**src/rtl/seq_divider.sv**
```systemverilog
// Multi-cycle radix-2 restoring integer divider (signed/unsigned) with
// valid/ready request and response handshakes, zero-divisor and overflow flags.
module seq_divider #(
    parameter int unsigned N = 16
) (
    input  logic         clk,
    input  logic         rstn,
    input  logic         flush,
    input  logic         req_valid,
    output logic         req_ready,
    input  logic         signed_mode,
    input  logic [N-1:0] dividend,
    input  logic [N-1:0] divisor,
    output logic         rsp_valid,
    input  logic         rsp_ready,
    output logic [N-1:0] quotient,
    output logic [N-1:0] remainder,
    output logic         div_by_zero,
    output logic         overflow
);

    localparam int unsigned CW = $clog2(N);
    localparam logic [CW-1:0] LAST_STEP = CW'(N - 1);
    localparam logic [N-1:0]  MIN_NEG   = {1'b1, {(N-1){1'b0}}};

    typedef enum logic [1:0] {
        IDLE = 2'd0,
        CALC = 2'd1,
        DONE = 2'd2
    } state_e;

    state_e        state_q, state_d;
    logic [CW-1:0] cnt_q, cnt_d;
    logic [N-1:0]  dvd_q, dvd_d;     // dividend magnitude, refilled with quotient bits
    logic [N-1:0]  dvs_q, dvs_d;     // divisor magnitude
    logic [N-1:0]  prem_q, prem_d;   // partial remainder
    logic          qneg_q, qneg_d;
    logic          rneg_q, rneg_d;
    logic [N-1:0]  quo_q, quo_d;
    logic [N-1:0]  rem_q, rem_d;
    logic          dbz_q, dbz_d;
    logic          ovf_q, ovf_d;
    logic          rv_q, rv_d;

    logic          a_neg, b_neg;
    logic [N-1:0]  a_mag, b_mag;
    logic [N:0]    rem_shift, diff;
    logic          q_bit;
    logic [N-1:0]  prem_next, quo_next;

    assign req_ready = (state_q == IDLE) && !flush;

    assign rsp_valid   = rv_q;
    assign quotient    = quo_q;
    assign remainder   = rem_q;
    assign div_by_zero = dbz_q;
    assign overflow    = ovf_q;

    // Operand magnitudes; MIN_NEG negates to itself, which is its correct unsigned magnitude
    assign a_neg = signed_mode & dividend[N-1];
    assign b_neg = signed_mode & divisor[N-1];
    assign a_mag = a_neg ? (N'(0) - dividend) : dividend;
    assign b_mag = b_neg ? (N'(0) - divisor)  : divisor;

    // One restoring step: shift in next dividend bit, trial-subtract on N+1 bits
    assign rem_shift = {prem_q, dvd_q[N-1]};
    assign diff      = rem_shift - {1'b0, dvs_q};
    assign q_bit     = ~diff[N];
    assign prem_next = q_bit ? diff[N-1:0] : rem_shift[N-1:0];
    assign quo_next  = {dvd_q[N-2:0], q_bit};

    always_ff @(posedge clk or negedge rstn) begin
        if (!rstn) begin
            state_q <= IDLE;
            cnt_q   <= '0;
            dvd_q   <= '0;
            dvs_q   <= '0;
            prem_q  <= '0;
            qneg_q  <= 1'b0;
            rneg_q  <= 1'b0;
            quo_q   <= '0;
            rem_q   <= '0;
            dbz_q   <= 1'b0;
            ovf_q   <= 1'b0;
            rv_q    <= 1'b0;
        end else begin
            state_q <= state_d;
            cnt_q   <= cnt_d;
            dvd_q   <= dvd_d;
            dvs_q   <= dvs_d;
            prem_q  <= prem_d;
            qneg_q  <= qneg_d;
            rneg_q  <= rneg_d;
            quo_q   <= quo_d;
            rem_q   <= rem_d;
            dbz_q   <= dbz_d;
            ovf_q   <= ovf_d;
            rv_q    <= rv_d;
        end
    end

    always_comb begin
        state_d = state_q;
        cnt_d   = cnt_q;
        dvd_d   = dvd_q;
        dvs_d   = dvs_q;
        prem_d  = prem_q;
        qneg_d  = qneg_q;
        rneg_d  = rneg_q;
        quo_d   = quo_q;
        rem_d   = rem_q;
        dbz_d   = dbz_q;
        ovf_d   = ovf_q;
        rv_d    = rv_q;

        if (flush) begin
            state_d = IDLE;
            rv_d    = 1'b0;
        end else begin
            unique case (state_q)
                IDLE: begin
                    if (req_valid && req_ready) begin
                        if (divisor == '0) begin
                            quo_d   = '1;
                            rem_d   = dividend;
                            dbz_d   = 1'b1;
                            ovf_d   = 1'b0;
                            rv_d    = 1'b1;
                            state_d = DONE;
                        end else if (signed_mode && (dividend == MIN_NEG) && (divisor == '1)) begin
                            quo_d   = MIN_NEG;
                            rem_d   = '0;
                            dbz_d   = 1'b0;
                            ovf_d   = 1'b1;
                            rv_d    = 1'b1;
                            state_d = DONE;
                        end else begin
                            dvd_d   = a_mag;
                            dvs_d   = b_mag;
                            qneg_d  = a_neg ^ b_neg;
                            rneg_d  = a_neg;
                            prem_d  = '0;
                            cnt_d   = '0;
                            state_d = CALC;
                        end
                    end
                end
                CALC: begin
                    prem_d = prem_next;
                    dvd_d  = quo_next;
                    cnt_d  = cnt_q + CW'(1);
                    if (cnt_q == LAST_STEP) begin
                        quo_d   = qneg_q ? (N'(0) - quo_next)  : quo_next;
                        rem_d   = rneg_q ? (N'(0) - prem_next) : prem_next;
                        dbz_d   = 1'b0;
                        ovf_d   = 1'b0;
                        rv_d    = 1'b1;
                        state_d = DONE;
                    end
                end
                DONE: begin
                    if (rsp_ready) begin
                        rv_d    = 1'b0;
                        state_d = IDLE;
                    end
                end
                default: begin
                    rv_d    = 1'b0;
                    state_d = IDLE;
                end
            endcase
        end
    end

endmodule
```
**config.mk**
```make
export PLATFORM = sky130hd
export DESIGN_NAME = seq_divider
export DESIGN_NICKNAME = d
export VERILOG_FILES = /design/src/rtl/seq_divider.sv
export SDC_FILE = /design/constraint.sdc
export NUM_CORES = 1
export LEC_CHECK = 0
export CAP_MARGIN = 25
export CORE_MARGIN = 2
export CORE_UTILIZATION = 40
export DETAILED_ROUTE_END_ITERATION = 10
export SYNTH_ARGS = -nofsm -noshare
export SYNTH_HDL_FRONTEND = slang
export SYNTH_SLANG_ARGS = --single-unit
export TNS_END_PERCENT = 1
```
**constraint.sdc**
```tcl
create_clock -name clk -period 4.25 [get_ports clk]
set_input_delay 0.85 -clock clk [delete_from_list [all_inputs] [get_ports clk]]
set_output_delay 0.85 -clock clk [all_outputs]
set_load 0.01 [all_outputs]
```
==> load_flow_metrics.sql <==
INSERT INTO impl_metrics (metric_group, metric, value, unit) VALUES
('global_routing', 'grt_pass1_vias', '5735', ''),
('outcome', 'status', 'complete, no violations', ''),
('synthesis', 'synthesis.instances', '802', ''),
('cts', 'cts_max_level', '3', ''),
('run', 'max_cap_violations', '0', ''),
('cells_and_area', 'diodes', '0', ''),
('synthesis', 'netlist.area_leader.share', '35.25', '%'),
('synthesis', 'post_synthesis_register_bit_count', '91', ''),
('worst_setup_path', 'worstPathRequired', '4.49', 'ns'),
('sta', 'maxSlewHeadroom', '34.57', '%'),
('detailed_routing', 'drt_drc_violations_left', '0', ''),
('worst_setup_path', 'critPathArrivalTime', '4.20', 'ns'),
('sta', 'report.final.slew_viol_count', '0', ''),
('synthesis', 'synthTopCellsByArea', 'sky130_fd_sc_hd__dfrtp_1, sky130_fd_sc_hd__nand2_1, sky130_fd_sc_hd__a21oi_1', ''),
('global_routing', 'grt_start_max_net_pins', '49', ''),
('synthesis', 'synth_compound_area_share', '23.90', '%'),
('cts', 'hold_buffers', '0', ''),
('sta', 'fin_crit', '3.956', 'ns'),
('power_and_ir_drop', 'power.share.combinational', '27.2', '%'),
('floorplanning', 'core-area', '15830', 'um2'),
('power_and_ir_drop', 'worst_ir_drop_vdd', '200.2', 'uV'),
('floorplanning', 'die_height', '131.1', 'um'),
('sta', 'final_hold_viol_count', '0', ''),
('synthesis', 'synth_top_family_by_area', 'compound AO/OA/AOI/OAI gates', ''),
('synthesis', 'synth-xor-area-share', '8.387', '%'),
('global_routing', 'overflow', '0', ''),
('cts', 'clock_tree.root_cell', 'sky130_fd_sc_hd__clkbuf_16', ''),
('worst_setup_path', 'worstReg2RegStart', 'dvd_q[15]', ''),
('cts', 'clk_pin_slew_worst_paths', '0.07', 'ns'),
('floorplanning', 'std_cell_rows', '46', ''),
('detailed_routing', 'ant_nets', '0', ''),
('cts', 'inserted_clock_buffers', '9', ''),
('sta', 'final-setup-viol-count', '0', ''),
('power_and_ir_drop', 'relative_contribution_of_sequential_cells_to_total_power', '39.0', '%'),
('sta', 'clock_skew', '0.005749', 'ns'),
('worst_setup_path', 'critical_path.endpoint_type', 'flop', ''),
('synthesis', 'synth_simple_gate_area_share', '19.79', '%'),
('synthesis', 'synthDistinctLibCells', '68', ''),
('synthesis', 'synth_largest_area_cell', 'sky130_fd_sc_hd__dfrtp_1', ''),
('power_and_ir_drop', 'share_clk_of_total_power', '33.9', '%'),
('synthesis', 'yosys-mux-area-fraction', '3.196', '%'),
('worst_setup_path', 'endpoint', 'remainder[10]', ''),
('cells_and_area', 'cell_area_after_layout', '7757', 'um2'),
('synthesis', 'synthAdderAreaFrac', '4.571', '%'),
('global_routing', 'global_route.usage.total', '22.03', '%'),
('sta', 'setup-tns-final', '0', 'ns'),
('worst_setup_path', 'timing.critical_path.fanout_max', '6', ''),
('synthesis', 'async_flop_share', '100.0', '%'),
('worst_setup_path', 'r2r_cells', '18', ''),
('place', 'hpwl_after_detailed_placement', '14220', 'um'),
('power_and_ir_drop', 'power.net_switching', '851.3', 'uW'),
('cells_and_area', 'areaGrowthSynthToFinish', '20.09', '%'),
('sta', 'achievable-frequency', '0.2528', 'GHz'),
('worst_setup_path', 'crit_path_start', 'dvd_q[15]', ''),
('sta', 'worstMarginPinSlew', '0.9566', 'ns'),
('cells_and_area', 'layout_nets', '924', ''),
('synthesis', 'synth-edff-count', '0', ''),
('power_and_ir_drop', 'static-leakage-power', '0.003178', 'uW'),
('place', 'dpl-instance-area', '7426', 'um2'),
('worst_setup_path', 'worst_setup_path_start_kind', 'flop', ''),
('detailed_routing', 'drt_wl_total', '18410', 'um'),
('place', 'port_buf_inserts', '73', ''),
('worst_setup_path', 'timing.reg2reg.setup_slack', '0.29', 'ns'),
('detailed_routing', 'via_count', '6052', ''),
('synthesis', 'synth.yosys.seq_area_share', '35.25', '%'),
('cts', 'clock_sink_count', '91', ''),
('detailed_routing', 'dr.pass1.iters', '5', ''),
('power_and_ir_drop', 'swShare', '32.79', '%'),
('floorplanning', 'fp.dieArea', '17180', 'um2'),
('synthesis', 'yosys_most_used_dff', 'sky130_fd_sc_hd__dfrtp_1', ''),
('detailed_routing', 'detail_route.wl_per_cell', '17.00', 'um');
==> worst min-delay path by stage <==
| stage | startpoint | to | slack [ns] | depth (start not counted) |
|---|---|---|---|---|
| after floorplan | dvs_q[15] | dvs_q[15] | 0.45 | 2 |
| after detailed placement | quotient[11] | quotient[11] | 0.46 | 2 |
| final | rstn | state_q[1] | 0.39 | 1 |
| after CTS | rstn | state_q[1] | 0.39 | 1 |
| after global placement | quotient[7] | quotient[7] | 0.46 | 2 |
| after global routing | rstn | state_q[1] | 0.41 | 1 |
==> flip-flops by register name, summed over array words and instances, names as in the netlist <==
signal and cells:
overflow 1, quotient 16, prem_q 16, dvd_q 16, state_q 2, rneg_q 1, dvs_q 16, remainder 16
cnt_q 4, qneg_q 1, rsp_valid 1, div_by_zero 1
==> area by class of cell <==
type	instances	area [um2]	area share, %
tap	216	270.3	3.484
clock buffer	11	242.7	3.129
clock inverter	4	73.82	0.9516
sequential	91	2277	29.35
inverter	35	133.9	1.726
multi-input combinational	636	3891	50.16
timing repair buffer	90	868.3	11.19
==> synth_stat cells, types with 14 or more instances <==
| cell type | instances |
|---|---|
| sky130_fd_sc_hd__nand2_1 | 109 |
| sky130_fd_sc_hd__nor3_1 | 14 |
| sky130_fd_sc_hd__xnor2_1 | 35 |
| sky130_fd_sc_hd__ha_1 | 22 |
| sky130_fd_sc_hd__xor2_1 | 25 |
| sky130_fd_sc_hd__o21ai_1 | 63 |
| sky130_fd_sc_hd__nand2b_1 | 16 |
| sky130_fd_sc_hd__o21ai_0 | 40 |
| sky130_fd_sc_hd__nor2_1 | 70 |
| sky130_fd_sc_hd__a21oi_1 | 63 |
| sky130_fd_sc_hd__clkbuf_1 | 27 |
| sky130_fd_sc_hd__dfrtp_1 | 91 |
| sky130_fd_sc_hd__inv_1 | 33 |
| sky130_fd_sc_hd__mux2i_1 | 15 |
==> critical path: stages (launching register included) <==
cell and delay, ns:
sky130_fd_sc_hd__dfrtp_1 0.39, sky130_fd_sc_hd__inv_1 0.07, sky130_fd_sc_hd__ha_1 0.22, sky130_fd_sc_hd__fa_1 0.43
sky130_fd_sc_hd__nand2b_1 0.21, sky130_fd_sc_hd__a21oi_2 0.19, sky130_fd_sc_hd__o21ai_1 0.13, sky130_fd_sc_hd__o31ai_2 0.28
sky130_fd_sc_hd__xor2_2 0.30, sky130_fd_sc_hd__inv_4 0.08, sky130_fd_sc_hd__a21oi_1 0.24, sky130_fd_sc_hd__ha_1 0.24
sky130_fd_sc_hd__nand2_1 0.12, sky130_fd_sc_hd__nor4_2 0.20, sky130_fd_sc_hd__mux2i_2 0.16, sky130_fd_sc_hd__o21ai_0 0.23
sky130_fd_sc_hd__xnor2_1 0.15, sky130_fd_sc_hd__o21ai_1 0.08, sky130_fd_sc_hd__o21a_1 0.14
==> power by group through the flow <==
stage	Sequential, uW	Clock, uW	Combinational [uW]
after floorplan	995	0	494
after global placement	1020	0	679
after detailed placement	1030	0	693
after CTS	1010	891	698
after global routing	1020	925	793
final	1010	879	706
==> layer usage <==
| metal | wire, um | part of all wire (%) | global-route usage (%) |
|---|---|---|---|
| met5 | 0 | 0 | 0 |
| met4 | 439 | 2.4 | 9.136 |
| met3 | 870 | 4.7 | 3.125 |
| met2 | 8568 | 47 | 35.63 |
| met1 | 8531 | 46 | 29.73 |
==> per-stage QoR <==
step,std cells,utilization (%),hold WS (ns),power (uW)
floorplan,802,-,0.4498,1489
global placement,1068,46.92,0.4576,1702
detailed placement,1068,46.92,0.4583,1720
CTS,1083,48.92,0.3949,2599
global route,1083,49.01,0.4135,2741
finish,1083,49.01,0.3915,2596
==> repair_timing <==
action | CTS | global route
resized for setup | 0 | 3
setup buffers | 0 | 0
endpoints found under the setup margin | 0 | 3
==> cell families after synthesis <==
logic type,count (synthesis)
flip-flops,91
AO/OA/AOI/OAI,254
adder cells (fa/ha/maj),23
AND/OR/NAND/NOR,278
multiplexers,20
XOR/XNOR,61
buffers and inverters,75
(Power assumes the default switching activity.)
